===== config.mk =====
export PLATFORM = sky130hd
export DESIGN_NAME = hazard_control_unit
export DESIGN_NICKNAME = d
export VERILOG_FILES = /design/src/rtl/hazard_control_unit.sv
export SDC_FILE = /design/constraint.sdc
export NUM_CORES = 1
export LEC_CHECK = 0
export CAP_MARGIN = 20
export CORE_MARGIN = 2
export CORE_UTILIZATION = 28
export CTS_BUF_LIST = sky130_fd_sc_hd__clkbuf_16
export CTS_CLUSTER_DIAMETER = 120
export CTS_CLUSTER_SIZE = 16
export DETAILED_ROUTE_END_ITERATION = 7
export SKIP_LAST_GASP = 1
export SLEW_MARGIN = 20
export SYNTH_ARGS = -nofsm -noshare
export SYNTH_HDL_FRONTEND = slang
export SYNTH_SLANG_ARGS = --single-unit

===== constraint.sdc =====
create_clock -name clk -period 3.6 [get_ports clk]
set_input_delay 0.72 -clock clk [delete_from_list [all_inputs] [get_ports clk]]
set_output_delay 0.72 -clock clk [all_outputs]
set_load 0.01 [all_outputs]

===== src/rtl/hazard_control_unit.sv =====
// Pipeline hazard controller: load-use stalls, mispredict flushes, data-memory
// miss freezes and the ecall-halt drain sequence, plus a lost-cycle counter.
module hazard_control_unit #(
    parameter int DRAIN_CYCLES = 2
) (
    input  logic        clk,
    input  logic        reset_n,
    input  logic [4:0]  ID_rs1,
    input  logic [4:0]  ID_rs2,
    input  logic        ID_use_rs1,
    input  logic        ID_use_rs2,
    input  logic [4:0]  ID_EX_rd,
    input  logic        ID_EX_mem_read,
    input  logic        EX_mispredict,
    input  logic        dmem_req,
    input  logic        dmem_ready,
    input  logic        EX_MEM_is_halt,
    output logic        pc_write,
    output logic        IF_ID_write,
    output logic        ID_EX_bubble,
    output logic        IF_ID_flush,
    output logic        freeze,
    output logic        halted,
    output logic [15:0] stall_count
);

    localparam int CNT_W = (DRAIN_CYCLES > 2) ? $clog2(DRAIN_CYCLES) : 1;
    localparam logic [CNT_W-1:0] DRAIN_LOAD = CNT_W'(DRAIN_CYCLES - 1);

    typedef enum logic [1:0] {
        ST_RUN      = 2'd0,
        ST_MEM_WAIT = 2'd1,
        ST_DRAIN    = 2'd2,
        ST_HALT     = 2'd3
    } state_t;

    state_t           state_r;
    state_t           state_nxt_s;
    logic [CNT_W-1:0] drain_cnt_r;
    logic [CNT_W-1:0] drain_cnt_nxt_s;
    logic             halted_r;
    logic [15:0]      stall_count_r;

    logic             active_s;
    logic             miss_s;
    logic             rs1_hit_s;
    logic             rs2_hit_s;
    logic             load_use_s;
    logic             pc_write_s;
    logic             if_id_write_s;
    logic             id_ex_bubble_s;
    logic             if_id_flush_s;
    logic             freeze_s;

    // Hazard detection terms shared by the next-state/strobe logic.
    always_comb begin
        active_s   = 1'b0;
        miss_s     = 1'b0;
        rs1_hit_s  = 1'b0;
        rs2_hit_s  = 1'b0;
        load_use_s = 1'b0;
        if ((state_r == ST_RUN) || (state_r == ST_MEM_WAIT)) begin
            active_s = 1'b1;
        end else begin
            active_s = 1'b0;
        end
        miss_s     = active_s & dmem_req & ~dmem_ready;
        rs1_hit_s  = ID_use_rs1 & (ID_rs1 == ID_EX_rd);
        rs2_hit_s  = ID_use_rs2 & (ID_rs2 == ID_EX_rd);
        load_use_s = ID_EX_mem_read & (ID_EX_rd != 5'd0) & (rs1_hit_s | rs2_hit_s);
    end

    // Next-state and strobe decode; the unfrozen MEM_WAIT exit cycle behaves as
    // RUN so that a mispredict or halt held during the miss is still acted on.
    always_comb begin
        state_nxt_s     = state_r;
        drain_cnt_nxt_s = drain_cnt_r;
        pc_write_s      = 1'b1;
        if_id_write_s   = 1'b1;
        id_ex_bubble_s  = 1'b0;
        if_id_flush_s   = 1'b0;
        freeze_s        = 1'b0;
        case (state_r)
            ST_RUN, ST_MEM_WAIT: begin
                if (miss_s) begin
                    freeze_s      = 1'b1;
                    pc_write_s    = 1'b0;
                    if_id_write_s = 1'b0;
                    state_nxt_s   = ST_MEM_WAIT;
                end else if (EX_mispredict) begin
                    if_id_flush_s  = 1'b1;
                    id_ex_bubble_s = 1'b1;
                    state_nxt_s    = ST_RUN;
                end else if (load_use_s) begin
                    pc_write_s     = 1'b0;
                    if_id_write_s  = 1'b0;
                    id_ex_bubble_s = 1'b1;
                    state_nxt_s    = ST_RUN;
                end else if (EX_MEM_is_halt) begin
                    state_nxt_s     = ST_DRAIN;
                    drain_cnt_nxt_s = DRAIN_LOAD;
                end else begin
                    state_nxt_s = ST_RUN;
                end
            end
            ST_DRAIN: begin
                pc_write_s     = 1'b0;
                if_id_write_s  = 1'b0;
                id_ex_bubble_s = 1'b1;
                if (drain_cnt_r == {CNT_W{1'b0}}) begin
                    state_nxt_s = ST_HALT;
                end else begin
                    drain_cnt_nxt_s = drain_cnt_r - {{(CNT_W-1){1'b0}}, 1'b1};
                end
            end
            ST_HALT: begin
                pc_write_s     = 1'b0;
                if_id_write_s  = 1'b0;
                id_ex_bubble_s = 1'b1;
            end
            default: begin
                state_nxt_s     = ST_RUN;
                drain_cnt_nxt_s = {CNT_W{1'b0}};
            end
        endcase
    end

    // State, drain counter and halt flag registers.
    always_ff @(posedge clk or negedge reset_n) begin
        if (!reset_n) begin
            state_r     <= ST_RUN;
            drain_cnt_r <= {CNT_W{1'b0}};
            halted_r    <= 1'b0;
        end else begin
            state_r     <= state_nxt_s;
            drain_cnt_r <= drain_cnt_nxt_s;
            halted_r    <= (state_r == ST_HALT);
        end
    end

    // Saturating count of cycles lost to stalls and freezes while running.
    always_ff @(posedge clk or negedge reset_n) begin
        if (!reset_n) begin
            stall_count_r <= 16'd0;
        end else if (active_s && !pc_write_s && (stall_count_r != 16'hFFFF)) begin
            stall_count_r <= stall_count_r + 16'd1;
        end else begin
            stall_count_r <= stall_count_r;
        end
    end

    assign pc_write     = pc_write_s;
    assign IF_ID_write  = if_id_write_s;
    assign ID_EX_bubble = id_ex_bubble_s;
    assign IF_ID_flush  = if_id_flush_s;
    assign freeze       = freeze_s;
    assign halted       = halted_r;
    assign stall_count  = stall_count_r;

endmodule


==> results.toml, run 1 <==
[sta]
setup-violations-final = 0
rsz0062_at_grt = "false"
skew_ps = 2.364
timing.final.ws_setup_ps = 131.1
min_period_ps = 3469
tns_ps = 0
relSlewSlack = 0.4148
max_freq_ghz = 0.2883
hold_viol_final = 0
fin_crit_sh = 0.9636
finalMaxSlewViolations = 0
worstMarginPinSlew_ps = 875.1

[critical_path]
crit_family = "buffers and inverters"
ff2ff_setup_slack_ps = 1490
cp_max_fo = 3
path_cells = "clkdlybuf4s50_1, or4_1, o21ai_1, nand2b_1, nand2b_1, a21o_1, clkdlybuf4s50_1"
critPathMaxStageDelay_ps = 530
critical_path_class = "in -> out"
ff2ff_path_depth = 6
worstReg2RegEnd = "stall_count[1]$_DFFE_PN0P_"
worstSetupStartpoint = "ID_EX_rd[3]"
arrival_ps = 2750
crit_required_ps = 2880
path_buf_inv = 2
start_kind = "input pin"
rr_startpoint = "stall_count[3]$_DFFE_PN0P_"
crit_path_end_kind = "primary output"
crit_slowest_cell = "or4_1"

[floorplanning]
fp.dieW_um = 68.61
initial_utilization = 0.2921
coreArea_um2 = 4000
io_pins = 46
rows = 23
die_area_um2 = 4707
die_h_um = 68.61

[place]
place_ws_ps = 119.1
place_hpwl_um = 1987
place_congestion = 0.7142
portBuffers = 45

[cts]
cts_tree = "built"
clk_latency_ps = 250
post_cts_resized = 0
clk_pin_slew_ps = 50
hold_buffers = 0
cts-root-buf = "clkbuf_16"
cts.path.max_buffers = 2
h-tree-depth = 1
numCtsBuffers = 3
post-cts-setup-buffer-count = 0
cts_sinks = 20

[grt]
grt.overflow.total = 0
grt_usage = 0.1177
grt_first_pass_wirelength_um = 4105
antenna_found_initial = 0
grt_pass1_vias = 953
grt_max_degree = 21

[power_and_ir_drop]
power_density_nw_per_um2 = 364.3
p_leak_nw = 0.6844
irDropWorstVdd_v = 0.0001621

[flow_run]
maxCapViolations = 0

[synthesis]
syn_nets = 140
ys.flop_type = "dfrtp_1"
async_flop_share = 1.000
postSynthCellCount = 115
synth_edf_count = 0
syn_area_um2 = 1169
synth_cell_types = 35
synth_top_area_frac = 0.4283
ys_warn_count = 0
syn_avg_cell_area_um2 = 10.16
synth_area_leader_cell = "dfrtp_1"
synth.area.top_cells = "dfrtp_1 43%, xor2_1 10%, xnor2_1 7.5%, nor3_1 3.4%, nand2_1 2.9%"
ys_seq_area_frac = 0.4283
synth_seq_cells = 20

[hold_path]
worstHoldPathCells = 1
min_to = "stall_count[6]$_DFFE_PN0P_"
min_from = "stall_count[6]$_DFFE_PN0P_"
hold_class = "reg -> reg"

[drt]
wl_per_cell_um = 12.22
wirelength_um = 2555
first_pass_iters = 4
ant_nets = 0
via_per_inst = 4.837
drc = 0
drt_iter0_drc = 33
vias = 1011

[final_layout]
antenna_cells = 0
nFillCells = 374
multiInputGateArea_um2 = 618.1
layout-drive-gt1-share = 0.06918
nets = 186
layout_common_cells = "45 x clkdlybuf4s50_1, 20 x dfrtp_1, 14 x xor2_1"
mostFrequentLayoutCell = "clkdlybuf4s50_1"
area_growth_syn_to_layout_pct = 47.64
regArea_um2 = 500.5

[status]
status = "finished clean"
## power breakdown
part	leakage, nW	internal [mW]	switching (mW)
Sequential	0.249	0.245	0.0279
Clock	0.0370	0.146	0.0778
Combinational	0.399	0.0849	0.0465
## cell families (layout without fill, tap and decap cells)
group           Yosys count  in the layout  share of synthesized area
simple gates             53             53                     0.2591
mux                       2              2                    0.02570
buf+inv                   8             52                    0.04282
fa+ha+maj                 1              1                    0.01070
compound gates            7              7                    0.05354
flops                    20             20                     0.4283
xor+xnor                 24             24                     0.1799
## final cells by class
cell class                 count  area share
multi-input combinational     87      0.3582
tap                           50     0.03626
inverter                       3    0.006526
sequential                    20      0.2901
clock buffer                   3     0.04351
timing repair buffer          46      0.2654
## Yosys cell counts, types with 2 or more instances
| master | instances |
|---|---|
| and2_1 | 3 |
| buf_6 | 2 |
| dfrtp_1 | 20 |
| inv_1 | 3 |
| mux2_4 | 2 |
| nand2_1 | 9 |
| nand2b_1 | 4 |
| nand3_1 | 6 |
| nand4_1 | 4 |
| nor2_1 | 4 |
| nor3_1 | 8 |
| nor4_1 | 4 |
| nor4b_1 | 2 |
| xnor2_1 | 10 |
| xor2_1 | 14 |
## worst max-delay path by stage
stage                         to  slack [ps]  cells past startpoint
global placement    ID_EX_bubble         150                      7
global route        ID_EX_bubble          20                      7
detailed placement  ID_EX_bubble         120                      7
finish              ID_EX_bubble         130                      7
CTS                 ID_EX_bubble         110                      7
floorplan               pc_write        1060                      5
## registers in the layout, summed over array words and instances (netlist names)
name         cells
state_r          2
halted           1
drain_cnt_r      1
stall_count     16
## per-stage QoR
stage / power [mW] / cell area [um2] / util / cells / hold WS, ps
floorplan: 0.3233 / 1169 / - / 115 / 424.4
global placement: 0.4068 / 1650 / 0.4126 / 206 / 482.4
detailed placement: 0.4113 / 1650 / 0.4126 / 206 / 492.0
CTS: 0.6400 / 1725 / 0.4313 / 209 / 500.0
global route: 0.6645 / 1725 / 0.4313 / 209 / 521.6
finish: 0.6285 / 1725 / 0.4313 / 209 / 494.8
## layer usage
layer,GRT usage,part of all wire,wire length [um],vias to the layer above
met3,0.02922,0.092,234,5
met4,0.06750,0.022,57,0
li1,-,-,-,487
met1,0.1296,0.40,1021,471
met5,0,0,0,-
met2,0.2043,0.49,1241,48
No activity file was read; power rests on OpenSTA's default activity.
==> run 2: changes to the inputs <==
Settings changed: CTS_CLUSTER_DIAMETER 120 to unset, GPL_TIMING_DRIVEN set to 0.
==> results.toml, run 2 (synthesis gave the netlist of run 1 again) <==
[floorplanning]
io_pins = 46
die_h_um = 68.61
fp.dieW_um = 68.61
die_area_um2 = 4707
initial_utilization = 0.2921
coreArea_um2 = 4000
rows = 23

[final_layout]
layout-drive-gt1-share = 0.1037
mostFrequentLayoutCell = "clkdlybuf4s50_1"
nets = 190
antenna_cells = 0
layout_common_cells = "44 x clkdlybuf4s50_1, 20 x dfrtp_1, 14 x xor2_1"
area_growth_syn_to_layout_pct = 52.14
largest_reg_flops = 16
fin_area_um2 = 1778

[cts]
numCtsBuffers = 3
clk_pin_slew_ps = 50
cts_sinks = 20
h-tree-depth = 1
cts.path.max_buffers = 2
clk_latency_ps = 250
post-cts-setup-buffer-count = 0
cts-root-buf = "clkbuf_16"
hold_buffers = 0
cts_tree = "built"

[sta]
max_freq_ghz = 0.2859
rsz0062_at_grt = "false"
min_period_ps = 3498
hold_viol_final = 0
worstMarginPinSlew_ps = 882.7
setup-violations-final = 0
relSlewSlack = 0.4097
finalMaxSlewViolations = 0
timing.final.ws_setup_ps = 102.0
finalHoldWorstSlack_ps = 496.3
skew_ps = 2.506
tns_ps = 0
fin_crit_sh = 0.9717

[power_and_ir_drop]
power_density_nw_per_um2 = 355.7
switchingPower_uw = 154.6
p_int_uw = 477.8
irDropWorstVdd_v = 0.0001888
pwr-share-clk = 0.360
p_total_uw = 632.4
p_comb_frac = 0.209
p_seq_frac = 0.431
p_leak_nw = 0.7230
swShare = 0.2445

[critical_path]
start_kind = "input pin"
crit_path_end_kind = "primary output"
cp_max_fo = 3
arrival_ps = 2780
crit_required_ps = 2880
critical_path_class = "in -> out"

[status]
status = "finished clean"

[drt]
drc = 0
wirelength_um = 2596
vias = 1000
first_pass_iters = 2
ant_nets = 0
drt_iter0_drc = 21
wl_per_cell_um = 12.13
via_per_inst = 4.673

[grt]
grt_pass1_vias = 1057
antenna_found_initial = 0
grt_usage = 0.1249
grt_first_pass_wirelength_um = 4416
grt.overflow.total = 0
grt_max_degree = 21

[hold_path]
hold_class = "reg -> reg"

[place]
dpl_cell_area_um2 = 1682
place_ws_ps = 34.57
place_congestion = 0.7144
place_hpwl_um = 2049
portBuffers = 45

[flow_run]
maxCapViolations = 0
run 2: cell type report:
class / count / area [um2]
Clock inverter: 1 / 3.754
Fill cell: 390 / 2222
Tap cell: 50 / 62.56
Multi-Input combinational cell: 87 / 633.1
Clock buffer: 3 / 75.07
Buffer: 5 / 38.79
Inverter: 3 / 11.26
Sequential cell: 20 / 500.5
Timing Repair Buffer: 45 / 452.9
run 2: power groups by stage:
| stage | combinational [mW] | sequential [mW] | clock, mW |
|---|---|---|---|
| finish | 0.132 | 0.272 | 0.228 |
| global route | 0.147 | 0.277 | 0.242 |
| CTS | 0.133 | 0.273 | 0.232 |
| detailed placement | 0.132 | 0.277 | 0 |
| global placement | 0.130 | 0.276 | 0 |
| floorplan | 0.0426 | 0.281 | 0 |
run 2: timing repair:
item                                   CTS  global route
resized for setup                        0             4
endpoints found under the hold margin    0             0
setup endpoints to repair                0             3
run 2: path summary, 6_finish.rpt:
kind | from | end | slack [ps] | cells after the start
worst min register to register | stall_count[10]$_DFFE_PN0P_ | stall_count[10]$_DFFE_PN0P_ | 500 | 1
worst max-delay path | ID_EX_rd[3] | pc_write | 100 | 7
worst max register to register | stall_count[0]$_DFFE_PN0P_ | stall_count[10]$_DFFE_PN0P_ | 1530 | 8
worst min-delay path | stall_count[10]$_DFFE_PN0P_ | stall_count[10]$_DFFE_PN0P_ | 500 | 1
max in group asynchronous | reset_n | halted$_DFF_PN0_ | 2090 | 1
min in group asynchronous | reset_n | stall_count[7]$_DFFE_PN0P_ | 970 | 1
run 2: stage by stage:
step | cells | util
after floorplan | 115 | -
after global placement | 210 | 0.4204
after detailed placement | 210 | 0.4204
after CTS | 214 | 0.4401
after global routing | 214 | 0.4445
final | 214 | 0.4445
run 2: routing by layer:
| metal | GRT usage | vias up | share of wire |
|---|---|---|---|
| li1 | - | 496 | - |
| met2 | 0.2332 | 42 | 0.51 |
| met5 | 0 | - | 0 |
| met4 | 0.04500 | 0 | 0.013 |
| met3 | 0.02273 | 5 | 0.070 |
| met1 | 0.1398 | 457 | 0.41 |
run 2: worst max-delay path, stage by stage:
cell	delay, ps
clkdlybuf4s50_1	470
or4_4	540
o21ai_2	140
nand2b_4	150
o21a_1	130
buf_4	100
clkdlybuf4s50_1	530
